===== config.mk =====
export PLATFORM = sky130hd
export DESIGN_NAME = pid_steering_flat
export DESIGN_NICKNAME = d
export VERILOG_FILES = /design/src/rtl/pid_steering_if.sv /design/src/rtl/pid_steering.sv /design/src/flat_wrapper.sv
export SDC_FILE = /design/constraint.sdc
export NUM_CORES = 2
export LEC_CHECK = 0
export ABC_AREA = 1
export CORE_MARGIN = 4
export CORE_UTILIZATION = 67
export DETAILED_ROUTE_END_ITERATION = 12
export DONT_BUFFER_PORTS = 1
export GPL_ROUTABILITY_DRIVEN = 0
export GPL_TIMING_DRIVEN = 0
export HOLD_SLACK_MARGIN = 0.15
export PLACE_DENSITY_LB_ADDON = 0.2
export SLEW_MARGIN = 25
export SYNTH_ARGS = -nofsm -noshare
export SYNTH_HDL_FRONTEND = slang
export SYNTH_SLANG_ARGS = --single-unit

===== constraint.sdc =====
create_clock -name clk -period 10.2 [get_ports clk]
set_input_delay 2.04 -clock clk [delete_from_list [all_inputs] [get_ports clk]]
set_output_delay 2.04 -clock clk [all_outputs]
set_load 0.05 [all_outputs]

===== src/rtl/pid_steering_if.sv =====
// Upstream/downstream signal bundle for pid_steering: error handshake, gains and steering command.
interface pid_steering_if #(
  parameter int DATA_W = 32,
  parameter int GAIN_W = 16,
  parameter int OUT_W  = 16
);
  logic signed [DATA_W-1:0] error;
  logic                     error_ready;
  logic                     enable;
  logic signed [GAIN_W-1:0] kp;
  logic signed [GAIN_W-1:0] ki;
  logic signed [GAIN_W-1:0] kd;
  logic signed [OUT_W-1:0]  control;
  logic                     control_valid;
  logic                     busy;

  modport master (
    output error, error_ready, enable, kp, ki, kd,
    input  control, control_valid, busy
  );

  modport slave (
    input  error, error_ready, enable, kp, ki, kd,
    output control, control_valid, busy
  );
endinterface


===== src/rtl/pid_steering.sv =====
// Fixed-point PID steering law, one shared multiplier sequenced over MUL_P/MUL_I/MUL_D.
// Optional integrator anti-windup enabled by defining PID_ANTIWINDUP_EN.
module pid_steering #(
  parameter int DATA_W    = 32,
  parameter int GAIN_W    = 16,
  parameter int FRAC_BITS = 8,
  parameter int OUT_W     = 16,
  parameter int INT_LIMIT = 65536,
  parameter int OUT_MAX   = 1000,
  parameter int OUT_MIN   = -1000
) (
  input  logic          clk,
  input  logic          reset,
  pid_steering_if.slave bus
);

  typedef enum logic [2:0] {IDLE, ACCUM, MUL_P, MUL_I, MUL_D, SUM} state_t;

  localparam logic signed [DATA_W:0]  INT_HI = (DATA_W+1)'(INT_LIMIT);
  localparam logic signed [DATA_W:0]  INT_LO = (DATA_W+1)'(-INT_LIMIT);
  localparam logic signed [63:0]      OMAX64 = 64'(OUT_MAX);
  localparam logic signed [63:0]      OMIN64 = 64'(OUT_MIN);
  localparam logic signed [OUT_W-1:0] OMAX_W = OUT_W'(OUT_MAX);
  localparam logic signed [OUT_W-1:0] OMIN_W = OUT_W'(OUT_MIN);

  state_t                   state_q, state_d;
  logic                     ready_q, trigger;
  logic signed [DATA_W-1:0] e_cur_q, e_prev_q, integ_q, integ_clamped;
  logic signed [DATA_W:0]   deriv_q, integ_sum, mul_x;
  logic                     first_q, hold_integ;
  logic signed [GAIN_W-1:0] mul_g;
  logic signed [63:0]       acc_q, g_ext, x_ext, prod, shifted;
  logic signed [OUT_W-1:0]  control_q, sat_val;
  logic                     valid_q;

  assign trigger = bus.error_ready & ~ready_q & bus.enable;

  always_ff @(posedge clk) begin
    if (reset) state_q <= IDLE;
    else       state_q <= state_d;
  end

  always_comb begin
    state_d = state_q;
    case (state_q)
      IDLE:    if (trigger) state_d = ACCUM;
      ACCUM:   state_d = MUL_P;
      MUL_P:   state_d = MUL_I;
      MUL_I:   state_d = MUL_D;
      MUL_D:   state_d = SUM;
      SUM:     state_d = IDLE;
      default: state_d = IDLE;
    endcase
  end

  always_comb begin
    bus.busy          = (state_q != IDLE);
    bus.control       = control_q;
    bus.control_valid = valid_q;
  end

  // Single multiplier: the state selects which gain/operand pair feeds it this cycle.
  always_comb begin
    mul_g = '0;
    mul_x = '0;
    case (state_q)
      MUL_P:   begin mul_g = bus.kp; mul_x = {e_cur_q[DATA_W-1], e_cur_q}; end
      MUL_I:   begin mul_g = bus.ki; mul_x = {integ_q[DATA_W-1], integ_q}; end
      MUL_D:   begin mul_g = bus.kd; mul_x = deriv_q; end
      default: ;
    endcase
  end

  assign g_ext = {{(64-GAIN_W){mul_g[GAIN_W-1]}}, mul_g};
  assign x_ext = {{(64-DATA_W-1){mul_x[DATA_W]}}, mul_x};
  assign prod  = g_ext * x_ext;

  always_comb begin
    integ_sum = {integ_q[DATA_W-1], integ_q} + {e_cur_q[DATA_W-1], e_cur_q};
    if (integ_sum > INT_HI)      integ_clamped = DATA_W'(INT_HI);
    else if (integ_sum < INT_LO) integ_clamped = DATA_W'(INT_LO);
    else                         integ_clamped = integ_sum[DATA_W-1:0];
`ifdef PID_ANTIWINDUP_EN
    hold_integ = ((control_q == OMAX_W) && !e_cur_q[DATA_W-1] && (|e_cur_q)) ||
                 ((control_q == OMIN_W) &&  e_cur_q[DATA_W-1]);
`else
    hold_integ = 1'b0;
`endif
  end

  // Saturate on the full-width shifted value before narrowing to OUT_W.
  always_comb begin
    shifted = acc_q >>> FRAC_BITS;
    if (shifted > OMAX64)      sat_val = OMAX_W;
    else if (shifted < OMIN64) sat_val = OMIN_W;
    else                       sat_val = shifted[OUT_W-1:0];
  end

  always_ff @(posedge clk) begin
    if (reset) begin
      ready_q   <= 1'b0;
      valid_q   <= 1'b0;
      e_cur_q   <= '0;
      e_prev_q  <= '0;
      integ_q   <= '0;
      deriv_q   <= '0;
      first_q   <= 1'b1;
      acc_q     <= '0;
      control_q <= '0;
    end else begin
      ready_q <= bus.error_ready;
      valid_q <= (state_q == SUM);
      case (state_q)
        IDLE: begin
          if (trigger) begin
            e_cur_q <= bus.error;
          end else if (!bus.enable) begin
            integ_q   <= '0;
            e_prev_q  <= '0;
            first_q   <= 1'b1;
            control_q <= '0;
          end
        end
        ACCUM: begin
          if (!hold_integ) integ_q <= integ_clamped;
          deriv_q  <= first_q ? '0 :
                      ({e_cur_q[DATA_W-1], e_cur_q} - {e_prev_q[DATA_W-1], e_prev_q});
          e_prev_q <= e_cur_q;
          first_q  <= 1'b0;
        end
        MUL_P:        acc_q <= prod;
        MUL_I, MUL_D: acc_q <= acc_q + prod;
        SUM:          control_q <= sat_val;
        default: ;
      endcase
    end
  end

endmodule


===== src/flat_wrapper.sv =====
// flat-port wrapper written by rule: the top's interface ports become plain ports
module pid_steering_flat 
#(
  parameter int DATA_W    = 32,
  parameter int GAIN_W    = 16,
  parameter int FRAC_BITS = 8,
  parameter int OUT_W     = 16,
  parameter int INT_LIMIT = 65536,
  parameter int OUT_MAX   = 1000,
  parameter int OUT_MIN   = -1000
)
  (clk, reset, bus_error, bus_error_ready, bus_enable, bus_kp, bus_ki, bus_kd, bus_control, bus_control_valid, bus_busy);
  pid_steering_if #(.DATA_W(DATA_W), .GAIN_W(GAIN_W), .OUT_W(OUT_W)) bus_i ();
  input  logic clk;
  input  logic reset;
  input wire logic [$bits(bus_i.error)-1:0] bus_error;
  input wire logic [$bits(bus_i.error_ready)-1:0] bus_error_ready;
  input wire logic [$bits(bus_i.enable)-1:0] bus_enable;
  input wire logic [$bits(bus_i.kp)-1:0] bus_kp;
  input wire logic [$bits(bus_i.ki)-1:0] bus_ki;
  input wire logic [$bits(bus_i.kd)-1:0] bus_kd;
  output wire logic [$bits(bus_i.control)-1:0] bus_control;
  output wire logic [$bits(bus_i.control_valid)-1:0] bus_control_valid;
  output wire logic [$bits(bus_i.busy)-1:0] bus_busy;
  assign bus_i.error = bus_error;
  assign bus_i.error_ready = bus_error_ready;
  assign bus_i.enable = bus_enable;
  assign bus_i.kp = bus_kp;
  assign bus_i.ki = bus_ki;
  assign bus_i.kd = bus_kd;
  assign bus_control = bus_i.control;
  assign bus_control_valid = bus_i.control_valid;
  assign bus_busy = bus_i.busy;
  pid_steering #(.DATA_W(DATA_W), .GAIN_W(GAIN_W), .FRAC_BITS(FRAC_BITS), .OUT_W(OUT_W), .INT_LIMIT(INT_LIMIT), .OUT_MAX(OUT_MAX), .OUT_MIN(OUT_MIN)) u_core (.clk(clk), .reset(reset), .bus(bus_i));
endmodule

==> flow_summary_export.csv <==
group,metric,value,unit
power,p_leak,22.5,nW
setup_path,worst_setup_path_end_kind,"flop",
timing,finalSetupTns,0,ps
yosys,synth_cells,5596,
route,dr.first_iter.drc_count,4406,
yosys,ys_ff_latch,215,
timing,max_clock_freq,99.5,MHz
setup_path,timing.critical_path.fanout_max,10,
yosys,netlist.area_leader.share,26.7,%
power,ir_drop,0.000124,V
flow_run,max-cap-violations,0,
route,routedWlPerCell,19.5,um
clock_network,cts-root-buf,"sky130_fd_sc_hd__clkbuf_16",
route,dr_total_vias,37700,
clock_network,h-tree-depth,1,
setup_path,startpoint_of_the_worst_setup_timing_path,"bus_kp[2]",
layout,final_cell_area,40500,um2
setup_path,critical_path.reg2reg.startpoint,"u_core.state_q[1]",
setup_path,setup_crit_end,"u_core.acc_q[53]",
global_routing,overall_global_routing_resource_usage,41.5,%
yosys,post_synthesis_simple_gate_area_fraction,24.2,%
timing,drv_slew,0,
layout,finish.cell_count_without_fillers,6456,
yosys,synth_nets,6433,
setup_path,cpPeakStageDelay,630,ps
clock_network,clk_lat_worst_skew,560,ps
die,num_io_pins,102,
yosys,synth_top_family_by_area,"adder cells",
setup_path,cp.arrival,10500,ps
global_routing,grt_pass1_wl,196,mm
yosys,mappedNetlistArea,37700,um2
timing,finalCriticalPeriod,10050,ps
yosys,synth_enable_flop_cells,0,
hold_path,hold_path.class,"reg -> reg",
global_routing,grt_max_degree,17,
yosys,synthTopCellsByArea,"sky130_fd_sc_hd__fa_1 (27%), sky130_fd_sc_hd__nand2_1 (15%), sky130_fd_sc_hd__inv_1 (14%), sky130_fd_sc_hd__dfxtp_1 (11%), sky130_fd_sc_hd__ha_1 (8.3%)",
clock_network,cts_made_buffers,23,
placement,postPlaceCellArea,38600,um2
yosys,netlist-cell-type-count,55,
route,ant_nets,0,
route,vias_per_cell,5.84,
power,p_per_area,87.2,nW/um2
die,placeableCoreArea,55400,um2
clock_network,cts_buffer_depth,3,
yosys,synth_seq_area_share,11.4,%
yosys,ys.warnings.count,0,
setup_path,cp-start-kind,"primary input",
timing,worst-slew-pin-transition,1130,ps
layout,post-route-util,73.0,%
route,drt_drc,0,
clock_network,tritoncts,"built",
timing,endpoints_failing_hold,0,
yosys,fraction_of_the_mapped_netlist_area_in_compound_gates,11.9,%
yosys,xor_xnor_cell_area_share_of_the_yosys_netlist,1.97,%
placement,portBuffers,0,
timing,setup_viol_count_final,0,
layout,area_growth_syn_to_layout,7.44,%
die,die_height,245,um
global_routing,initial_antenna_violation_count,8,
layout,regArea,4310,um2
yosys,synthDominantAreaCellType,"sky130_fd_sc_hd__fa_1",
layout,multi_input_comb_area,27800,um2
route,drt_pass1_iterations,7,
global_routing,globalRoute.totalOverflow,0,
clock_network,clock_sinks,215,
yosys,syn-mean-instance-area,6.73,um2
setup_path,worstPathRequired,10650,ps
global_routing,grt_pass1_vias,36200,
die,start_util,68.0,%
layout,fillerInstances,4615,
die,placementRows,86,
yosys,synth_flop_cell,"sky130_fd_sc_hd__dfxtp_1",
placement,place.detailed.hpwl,102,mm
yosys,synthAdderAreaFrac,35.0,%
die,die_area,60100,um2
yosys,synthMuxAreaShare,0,%
setup_path,reg2reg_setup_slack,230,ps
layout,nNetsFinal,6518,
timing,timing.final.crit_share,98.5,%
timing,maxSlewHeadroom,24.5,%
layout,drive_gt1_share,5.86,%
timing,finalClockSkew,15.7,ps
die,chipWidth,245,um
setup_path,worstReg2RegEnd,"u_core.acc_q[53]",
setup_path,reg2regPathDepth,39,
setup_path,timing_worst_setup_path_type,"in -> reg",
placement,total_instance_count_after_detailed_placement,6348,
clock_network,cts.clk_slew.worst_paths,70,ps
route,totalWireLength,126,mm
yosys,async_sr_flop_fraction,0,%
run_status,run_status,"finished, final reports clean",
setup_path,crit_path_top_delay_cell,"sky130_fd_sc_hd__fa_1",
[where the power goes]
part	internal (mW)	switching (mW)	leakage [nW]
clock	0.574	0.391	0.415
sequential	0.905	0.0811	1.74
combinational	0.485	1.09	20.3
total	1.96	1.56	22.5
[synth_stat cells (all sizes together), types with 19 or more instances]
cell type  instances
a21o              22
a21oi            389
a31oi             49
buf               42
clkbuf           125
dfxtp            215
fa               503
ha               250
inv             1372
nand2           1480
nand3            198
nand4             47
nor2             359
nor3              41
nor4              19
o211ai            38
o21ai            208
o21bai            20
or2               34
xnor2             42
xor2              42
[how the worst min path moves through the flow]
stage | startpoint | end | slack [ps] | depth (start not counted)
2_1_floorplan | u_core.e_prev_q[1] | u_core.e_prev_q[1] | 440 | 2
6_report | u_core.e_prev_q[3] | u_core.e_prev_q[3] | 460 | 2
3_5_place_dp | u_core.e_prev_q[30] | u_core.e_prev_q[30] | 450 | 2
4_1_cts | u_core.e_prev_q[30] | u_core.e_prev_q[30] | 460 | 2
3_3_place_gp | u_core.e_prev_q[17] | u_core.e_prev_q[17] | 450 | 2
5_1_grt | u_core.deriv_q[1] | u_core.deriv_q[1] | 480 | 2
[logic make-up (layout without fill, tap and decap cells)]
group / Yosys count / after routing
other cells: 0 / 10
flops: 215 / 215
compound gates: 795 / 795
buf+inv: 1539 / 1641
simple gates: 2210 / 2210
xor+xnor: 84 / 84
fa+ha+maj: 753 / 753
[placed cells by master, fill, tap and decap left out, types with 17 or more instances in the layout]
cell type	n
sky130_fd_sc_hd__nand2_1	1462
sky130_fd_sc_hd__inv_1	1364
sky130_fd_sc_hd__fa_1	502
sky130_fd_sc_hd__a21oi_1	384
sky130_fd_sc_hd__nor2_1	336
sky130_fd_sc_hd__ha_1	247
sky130_fd_sc_hd__dfxtp_1	213
sky130_fd_sc_hd__o21ai_0	184
sky130_fd_sc_hd__nand3_1	176
sky130_fd_sc_hd__buf_4	72
sky130_fd_sc_hd__clkbuf_1	68
sky130_fd_sc_hd__a31oi_1	47
sky130_fd_sc_hd__nand4_1	47
sky130_fd_sc_hd__xnor2_1	40
sky130_fd_sc_hd__o211ai_1	38
sky130_fd_sc_hd__xor2_1	38
sky130_fd_sc_hd__nor3_1	37
sky130_fd_sc_hd__or2_2	33
sky130_fd_sc_hd__buf_2	29
sky130_fd_sc_hd__clkbuf_2	29
sky130_fd_sc_hd__clkbuf_16	23
sky130_fd_sc_hd__o21ai_1	22
sky130_fd_sc_hd__nor2_2	22
sky130_fd_sc_hd__a21o_1	22
sky130_fd_sc_hd__clkbuf_4	18
sky130_fd_sc_hd__o21bai_1	18
sky130_fd_sc_hd__nor4_1	17
sky130_fd_sc_hd__nand2_2	17
[flip-flops by register name (all words and copies together) (netlist names)]
signal	cells
u_core.first_q	1
u_core.acc_q	64
u_core.deriv_q	33
u_core.bus.control_valid	1
u_core.e_prev_q	32
u_core.integ_q	32
u_core.e_cur_q	32
u_core.ready_q	1
u_core.bus.control	16
u_core.state_q	3
[layout make-up]
class,instances,area share (%)
Antenna cell,10,0.0618
Tap cell,748,2.31
Sequential cell,215,10.6
Inverter,1372,12.7
Clock buffer,29,1.58
Clock inverter,13,0.523
Multi-Input combinational cell,3842,68.7
Buffer,157,2.04
Timing Repair Buffer,70,1.39
[timing repair]
| action | in CTS | in global routing |
|---|---|---|
| pin swaps | 20 | 11 |
| buffers inserted | 40 | 26 |
| resized for setup | 65 | 136 |
| cloned | 0 | 0 |
| hold buffers | 0 | 0 |
| setup endpoints to repair | 45 | 39 |
[through the flow]
step	hold WS [ps]	setup WS (ps)	power (mW)
after detailed placement	453	-1450	2.45
after global routing	478	-52.4	3.69
after CTS	462	2.00	3.43
after floorplan	441	731	1.99
after global placement	448	-1410	2.43
final	464	153	3.53
[metal layers]
| layer | part of all wire (%) | GRT usage, % | up-vias | wire (um) |
|---|---|---|---|---|
| met5 | 0 | 0 | - | 0 |
| met4 | 7.7 | 23.7 | 0 | 9640 |
| met3 | 14 | 10.3 | 552 | 17300 |
| met2 | 42 | 62.4 | 2471 | 52700 |
| met1 | 37 | 54.8 | 17500 | 46200 |
| li1 | - | - | 17200 | - |
[worst max-delay path, delay by kind of cell]
family                   cells  cell delay [ps]
AO/OA/AOI/OAI                9             2000
AND/OR/NAND/NOR              9             1380
buffers and inverters        7              740
XOR/XNOR                     1              450
adder cells (fa/ha/maj)      8             3890
Power figures use the tool's default switching activity.
